**config.mk**
```make
export PLATFORM = sky130hd
export DESIGN_NAME = axi_read_initiator
export DESIGN_NICKNAME = d
export VERILOG_FILES = /design/src/rtl/axi_read_pkg.sv /design/src/rtl/axi_rd_watchdog.sv /design/src/rtl/axi_read_initiator.sv
export SDC_FILE = /design/constraint.sdc
export NUM_CORES = 1
export LEC_CHECK = 0
export CORE_ASPECT_RATIO = 0.7
export CORE_MARGIN = 4
export CORE_UTILIZATION = 53
export DETAILED_ROUTE_END_ITERATION = 7
export PLACE_DENSITY = 0.94
export SLEW_MARGIN = 20
export SYNTH_ARGS = -nofsm -noshare
export SYNTH_HDL_FRONTEND = slang
export SYNTH_HIERARCHICAL = 1
export SYNTH_SLANG_ARGS = --single-unit
```
**constraint.sdc**
```tcl
create_clock -name clk -period 3.9 [get_ports clk]
set_input_delay 0.78 -clock clk [delete_from_list [all_inputs] [get_ports clk]]
set_output_delay 0.78 -clock clk [all_outputs]
set_load 0.1 [all_outputs]
```
**src/rtl/axi_read_pkg.sv**
```systemverilog
// ============================================================================
// Package     : axi_read_pkg
// Description : Shared types and helpers for the AXI read initiator: FSM state
//               encoding, default length width and ARLEN-to-beats conversion.
// Revision    : 1.0 - initial release
// ============================================================================
`default_nettype none

package axi_read_pkg;

    // Default width of the ARLEN field
    localparam int DEFAULT_LEN_W = 8;

    // Initiator FSM states
    typedef enum logic [1:0] {
        IDLE = 2'd0,
        ADDR = 2'd1,
        DATA = 2'd2
    } state_t;

    // Number of beats in a burst for a given ARLEN (AXI encodes len-1)
    function automatic logic [31:0] beats_from_len(input logic [31:0] len);
        return len + 32'd1;
    endfunction

endpackage

`default_nettype wire

```
**src/rtl/axi_rd_watchdog.sv**
```systemverilog
// ============================================================================
// Module      : axi_rd_watchdog
// Description : Idle-cycle watchdog for the read data phase. Counts enabled
//               cycles, restarts on clear, and flags expiry on the TIMEOUT-th
//               consecutive enabled cycle.
// Revision    : 1.0 - initial release
// ============================================================================
`default_nettype none

module axi_rd_watchdog #(
    parameter int TIMEOUT = 64
) (
    input  logic clk,
    input  logic rst_n,
    input  logic clear,
    input  logic enable,
    output logic expire
);

    localparam int CNT_W = $clog2(TIMEOUT);
    localparam logic [CNT_W-1:0] LAST = CNT_W'(TIMEOUT - 1);

    logic [CNT_W-1:0] wd_cnt;

    // Expiry is reported in the cycle whose count already sits at TIMEOUT-1
    assign expire = enable && (wd_cnt == LAST);

    // Consecutive idle-cycle counter; clear has priority, expiry restarts it
    always_ff @(posedge clk or negedge rst_n) begin
        if (!rst_n) begin
            wd_cnt <= '0;
        end else if (clear || expire) begin
            wd_cnt <= '0;
        end else if (enable) begin
            wd_cnt <= wd_cnt + 1'b1;
        end
    end

endmodule

`default_nettype wire

```
**src/rtl/axi_read_initiator.sv**
```systemverilog
// ============================================================================
// Module      : axi_read_initiator
// Description : Manager-side AXI read control FSM. Issues AR for a locally
//               requested burst, accepts R beats, counts them against ARLEN
//               and reports done / length error / watchdog timeout pulses.
// Revision    : 1.0 - initial release
// ============================================================================
`default_nettype none

module axi_read_initiator
    import axi_read_pkg::*;
#(
    parameter int LEN_W   = DEFAULT_LEN_W,
    parameter int TIMEOUT = 64
) (
    input  logic             clk,
    input  logic             rst_n,
    input  logic             req_valid,
    input  logic [LEN_W-1:0] req_len,
    output logic             req_ready,
    input  logic             stall,
    output logic             arvalid,
    output logic [LEN_W-1:0] arlen,
    input  logic             arready,
    input  logic             rvalid,
    input  logic             rlast,
    output logic             rready,
    output logic             busy,
    output logic             done,
    output logic             err_len,
    output logic             err_timeout,
    output logic [LEN_W:0]   beats
);

    localparam logic [LEN_W:0] BEATS_MAX = '1;

    state_t           state;
    logic [LEN_W-1:0] len_q;
    logic             err_seen;

    logic beat;
    logic last_expected;
    logic wd_clear;
    logic wd_enable;
    logic wd_expire;

    assign req_ready = (state == IDLE);
    assign arvalid   = (state == ADDR);
    assign arlen     = len_q;
    assign rready    = (state == DATA) && !stall;
    assign busy      = (state != IDLE);

    assign beat = rvalid && rready;

    // The beat being accepted now is the one ARLEN says should carry rlast
    assign last_expected = (32'(beats) + 32'd1) == beats_from_len(32'(len_q));

    // Watchdog restarts on every accepted beat and while waiting on AR
    assign wd_clear  = (state == ADDR) || beat;
    assign wd_enable = (state == DATA) && !beat;

    axi_rd_watchdog #(
        .TIMEOUT (TIMEOUT)
    ) u_watchdog (
        .clk    (clk),
        .rst_n  (rst_n),
        .clear  (wd_clear),
        .enable (wd_enable),
        .expire (wd_expire)
    );

    // Burst control FSM with registered status pulses and beat counter
    always_ff @(posedge clk or negedge rst_n) begin
        if (!rst_n) begin
            state       <= IDLE;
            len_q       <= '0;
            beats       <= '0;
            err_seen    <= 1'b0;
            done        <= 1'b0;
            err_len     <= 1'b0;
            err_timeout <= 1'b0;
        end else begin
            done        <= 1'b0;
            err_len     <= 1'b0;
            err_timeout <= 1'b0;
            case (state)
                IDLE: begin
                    if (req_valid) begin
                        len_q    <= req_len;
                        beats    <= '0;
                        err_seen <= 1'b0;
                        state    <= ADDR;
                    end
                end
                ADDR: begin
                    if (arready) begin
                        state <= DATA;
                    end
                end
                DATA: begin
                    if (beat) begin
                        if (beats != BEATS_MAX) begin
                            beats <= beats + 1'b1;
                        end
                        if (rlast) begin
                            state <= IDLE;
                            done  <= 1'b1;
                            // rlast early or late; suppressed if already flagged
                            if (!last_expected && !err_seen) begin
                                err_len  <= 1'b1;
                                err_seen <= 1'b1;
                            end
                        end else if (last_expected && !err_seen) begin
                            // Expected final beat arrived without rlast: drain on
                            err_len  <= 1'b1;
                            err_seen <= 1'b1;
                        end
                    end else if (wd_expire) begin
                        state       <= IDLE;
                        err_timeout <= 1'b1;
                    end
                end
                default: begin
                    state <= IDLE;
                end
            endcase
        end
    end

endmodule

`default_nettype wire

```
After elaboration in Yosys (flattened, before gate mapping)
Cells that the tools add are included.
Widths: inputs -> output; s select.
{"block": "totals", "output_inout_bits": 24, "wordCells": 74, "input_bits": 15, "reg_bits": 29}
{"block": "classes", "n_reduce_logical": 20, "mux": 29, "eq_ne": 13, "add_sub_neg": 4}
{"cell": "$mux 9", "count": 3}
{"cell": "$pmux 9 s2", "count": 1}
{"cell": "$mux 1", "count": 16}
{"cell": "$mux 6", "count": 2}
{"cell": "$add 9x1->10 const B", "count": 1}
{"cell": "$eq 10x9->1", "count": 1}
{"cell": "$mux 2", "count": 5}
{"cell": "$add 8x1->9 const B", "count": 1}
{"cell": "$add 9x1->9 const B", "count": 1}
{"cell": "$ne 3x2->1 const B", "count": 3}
{"cell": "$ne 9x9->1 const B", "count": 1}
{"cell": "$reduce_and 4->1", "count": 2}
{"cell": "$add 6x1->6 const B", "count": 1}
{"cell": "$eq 6x6->1 const B", "count": 1}
{"cell": "$logic_and 1x1->1", "count": 6}
{"cell": "$pmux 2 s3", "count": 1}
{"cell": "$reduce_bool 2->1", "count": 3}
{"cell": "$reduce_and 5->1", "count": 1}
{"cell": "$logic_not 1->1", "count": 4}
{"cell": "$ne 2x1->1 const B", "count": 2}
{"cell": "$ne 2x2->1 const B", "count": 2}
{"cell": "$ne 3x3->1 const B", "count": 1}
{"cell": "$eq 2x1->1 const B", "count": 1}
{"cell": "$eq 2x2->1 const B", "count": 1}
{"cell": "4 further kinds", "count": 5}

Depth between registers and ports, before layout
{"block": "depth", "ltp_word": 9, "mapped_depth": 9, "depth_no_buf": 9}

Hierarchy
The synthesis kept the hierarchy.
{"mod": "axi_read_initiator", "cells_per_inst": 134, "seq_area_each_um2": 575.6, "area_per_inst_um2": 1331.3, "n_inst": 1}
{"mod": "axi_rd_watchdog", "cells_per_inst": 27, "seq_area_each_um2": 150.1, "area_per_inst_um2": 287.8, "n_inst": 1}

Worst setup path after synthesis
No wires, ideal clock.
{"block": "synth_path", "path_kind": "reg2out", "from": "register state[1]", "to": "output busy", "path_buffers": 0, "arrival_ns": 2.616, "path_stages_with_launch": 3, "required_ns": 3.120, "slack_ns": 0.504, "path_cell_list": "dfrtp_1 > nor2_1 > inv_1"}
{"block": "synth_between", "elab_chain_cells": 1}
{"item": "start: declaration", "line_no": "axi_read_initiator.sv:37", "rtl": "state_t state;"}
{"item": "start signal: assignment", "line_no": "axi_read_initiator.sv:75", "rtl": "state <= IDLE;"}
{"item": "start signal: assignment", "line_no": "axi_read_initiator.sv:92", "rtl": "state <= ADDR;"}
{"item": "start signal: assignment", "line_no": "axi_read_initiator.sv:97", "rtl": "state <= DATA;"}
{"item": "$reduce_bool 2->1", "line_no": "axi_read_initiator.sv:51", "rtl": "assign busy = (state != IDLE);"}
{"item": "end: declaration", "line_no": "axi_read_initiator.sv:28", "rtl": "output logic busy,"}
Every way passes these cells.

Worst setup path in the final report
{"block": "layout_path", "from": "register state[1]", "to": "output arvalid"}
{"block": "layout_between", "elab_chain_cells": 1}
{"item": "$eq 2x1->1", "line_no": "axi_read_initiator.sv:48", "rtl": "assign arvalid = (state == ADDR);"}
{"item": "end: declaration", "line_no": "axi_read_initiator.sv:22", "rtl": "output logic arvalid,"}
Every way passes these cells.

==> results.tsv <==
metric	value	unit
fin crit share	74.0	%
Layout Utilization	73.9	%
top-area cell type share of the netlist area	44.8	%
maximum clock frequency	0.346	GHz
drt drc	0	
H-tree levels	2	
CP Data Required Time	3.12	ns
CTS sink cnt	29	
first-pass GRT wire length	6560	um
Cell Area, Synth	1620	um2
Root Buffer	clkbuf_8	
mean number of vias per cell	5.67	
Ys Warns	6	
Slew Viols, Final	0	
DR pass1 iterations	4	
Hold Violations, Final	0	
Hold Path Class	flop to flop	
status	finished, final reports clean	
core footprint	2860	um2
total track usage	22.5	%
Max Cap Viol	0	
Post-CTS Hold Buffers	0	
Num CTS Buffers	5	
syn_area_per_cell	10.1	um2
CP arrival	2.11	ns
Initial Utilization	56.6	%
# placed instances	232	
gpl congestion	0.834	
number of port buffers	38	
most common cell after layout, fill and taps aside	clkdlybuf4s50_1	
CP max stage delay	1.14	ns
setup TNS	0	ns
DR iter-0 viols	124	
clk_lat worst skew	0.28	ns
synth top area cells	dfrtp_1 45%, xor2_1 6.0%, mux2_2 5.6%	
slowest stage cell, crit path	clkdlybuf4s50_1	
filler cell count	193	
layout cells sized above 1	11.3	%
RSZ-0062 raised after global routing	no	
wire per inst	16.1	um
most frequent cells in the layout	37 x clkdlybuf4s50_1, 29 x dfrtp_1, 17 x nand2_1	
Final setup viols	0	
Final #Nets	222	
antenna cells	0	
Antenna Nets Post-Route	0	
die height	54.2	um
CP cell instances	nand2b_1 -> inv_1 -> clkdlybuf4s50_1	
sequential share of the synthesized area	44.8	%
number of I/O pins	39	
CTS-repair resized insts	0	
Post-Syn Nets	180	
maximum number of pins on one net before global-route repair	30	
DR vias	1360	
DRT Wirelength	3870	um
register clock-pin slew on the reported worst setup and hold paths	0.06	ns
CP Buf/Inv Count	2	
DP HPWL	2920	um
Yosys reg bits	29	
Max FO, Critical Path	3	
TritonCTS clock tree	yes	
startpoint types	flop	
Post-CTS Setup Inserts	0	
Worst Max-Slew Pin Slew	0.997	ns
dpl ws	1.33	ns
minimum clock period	2.89	ns
Syn-to-layout area delta	30.7	%
vias in the first global route	1421	
pwr dens	875	nW/um2
Worst Clk Skew	0.00290	ns
Distinct cells, synth	37	
CP Class	flop to output port	
CTS max path bufs	2	
LEAKAGE	0.909	nW
die area	4020	um2
Top delay family on crit path	buffers and inverters	
Post-Layout Cell Count	240	
initial antenna violation count	0	
Overflow after GRT	0	
cell taking the most area after synthesis	dfrtp_1	
Worst VDD drop	0.770	mV
worst rel slew slack	33.3	%
Die Span X	74.1	um
Critical Path End Type	output port	
row cnt	16	
final setup margin	1.01	ns
Mapped Cells	161	
final timing paths:
kind / startpoint / endpoint / slack (ns) / depth (start not counted)
min reg2reg: err_seen / err_len / 0.49 / 1
max reg2reg: beats[0] / err_seen / 1.59 / 9
max in group asynchronous: rst_n / arlen[0] / 2.76 / 2
max: state[1] / arvalid / 1.01 / 3
min in group asynchronous: rst_n / done / 0.87 / 2
min: err_seen / err_len / 0.49 / 1
Yosys cell counts:
library cell	n
or2_1	1
mux2i_1	1
a21oi_2	1
or3_1	1
inv_1	3
a22o_1	2
mux2_2	8
and4_1	1
a211oi_2	1
a41oi_1	1
o221ai_1	1
xnor2_1	10
dfrtp_1	29
nand4_1	4
o211ai_1	2
o21ai_1	5
and3_1	5
o21ai_0	7
ha_1	4
nor4_2	1
nor3_2	1
o31ai_1	2
nand4_2	1
xnor3_1	1
buf_2	1
xor2_1	11
nand2_1	17
nor3_1	2
nand3_1	7
o21bai_1	2
clkbuf_1	3
nor2_1	16
and2_1	3
o21a_1	1
a21oi_1	1
xor2_2	1
nand2b_1	3
per-layer routing:
metal,share of wire [%],track usage [%],vias up
met5,0,0,-
met4,2.8,11.1,0
met3,8.4,8.07,14
met2,49,36.0,63
met1,40,27.1,634
li1,-,-,649
stage by stage:
| step | cell area, um2 | total power [W] | hold slack, ns |
|---|---|---|---|
| after detailed placement | 2030 | 0.00161 | 0.455 |
| final | 2120 | 0.00185 | 0.486 |
| after floorplan | 1620 | 0.00134 | 0.436 |
| after CTS | 2120 | 0.00186 | 0.481 |
| after global placement | 2030 | 0.00157 | 0.463 |
| after global routing | 2120 | 0.00194 | 0.494 |
cell families after synthesis:
logic type / share of synthesized area, %
AND/OR/NAND/NOR: 19.7
flip-flops: 44.8
AO/OA/AOI/OAI: 10.7
XOR/XNOR: 13.8
multiplexers: 6.18
buffers and inverters: 1.70
adder cells (fa/ha/maj): 3.09
power by group:
group	leakage, nW	switching [W]	internal (W)
logic	0.482	0.000811	0.000320
clock network	0.0450	0.000114	0.000123
registers	0.382	0.000108	0.000376
flip-flops by register name, indices dropped and copies added (netlist names):
name and flops:
state 2, err_len 1, beats 9, done 1, err_seen 1, err_timeout 1, u_watchdog/wd_cnt 6, arlen 8
worst register-to-register path: cells and delay by family (launching register included):
kind                       cells  cell delay, ns
DFF                            1            0.49
and+or+nand+nor                3            0.49
xor gates and xnor gates       2            0.36
AOI/OAI and AO/OA              2            0.23
adders and majority gates      2            0.60
area by class of cell:
cell class              count  area (um2)  area share (%)
well taps                  36        45.0            2.13
clock buffers               6        72.6            3.43
repair buffers             39         385            18.2
flip-flops and latches     29         726            34.3
multi-input cells         125         866            40.9
inverters                   3        11.3           0.532
clock inverters             2        10.0           0.473
(Power assumes the default switching activity.)
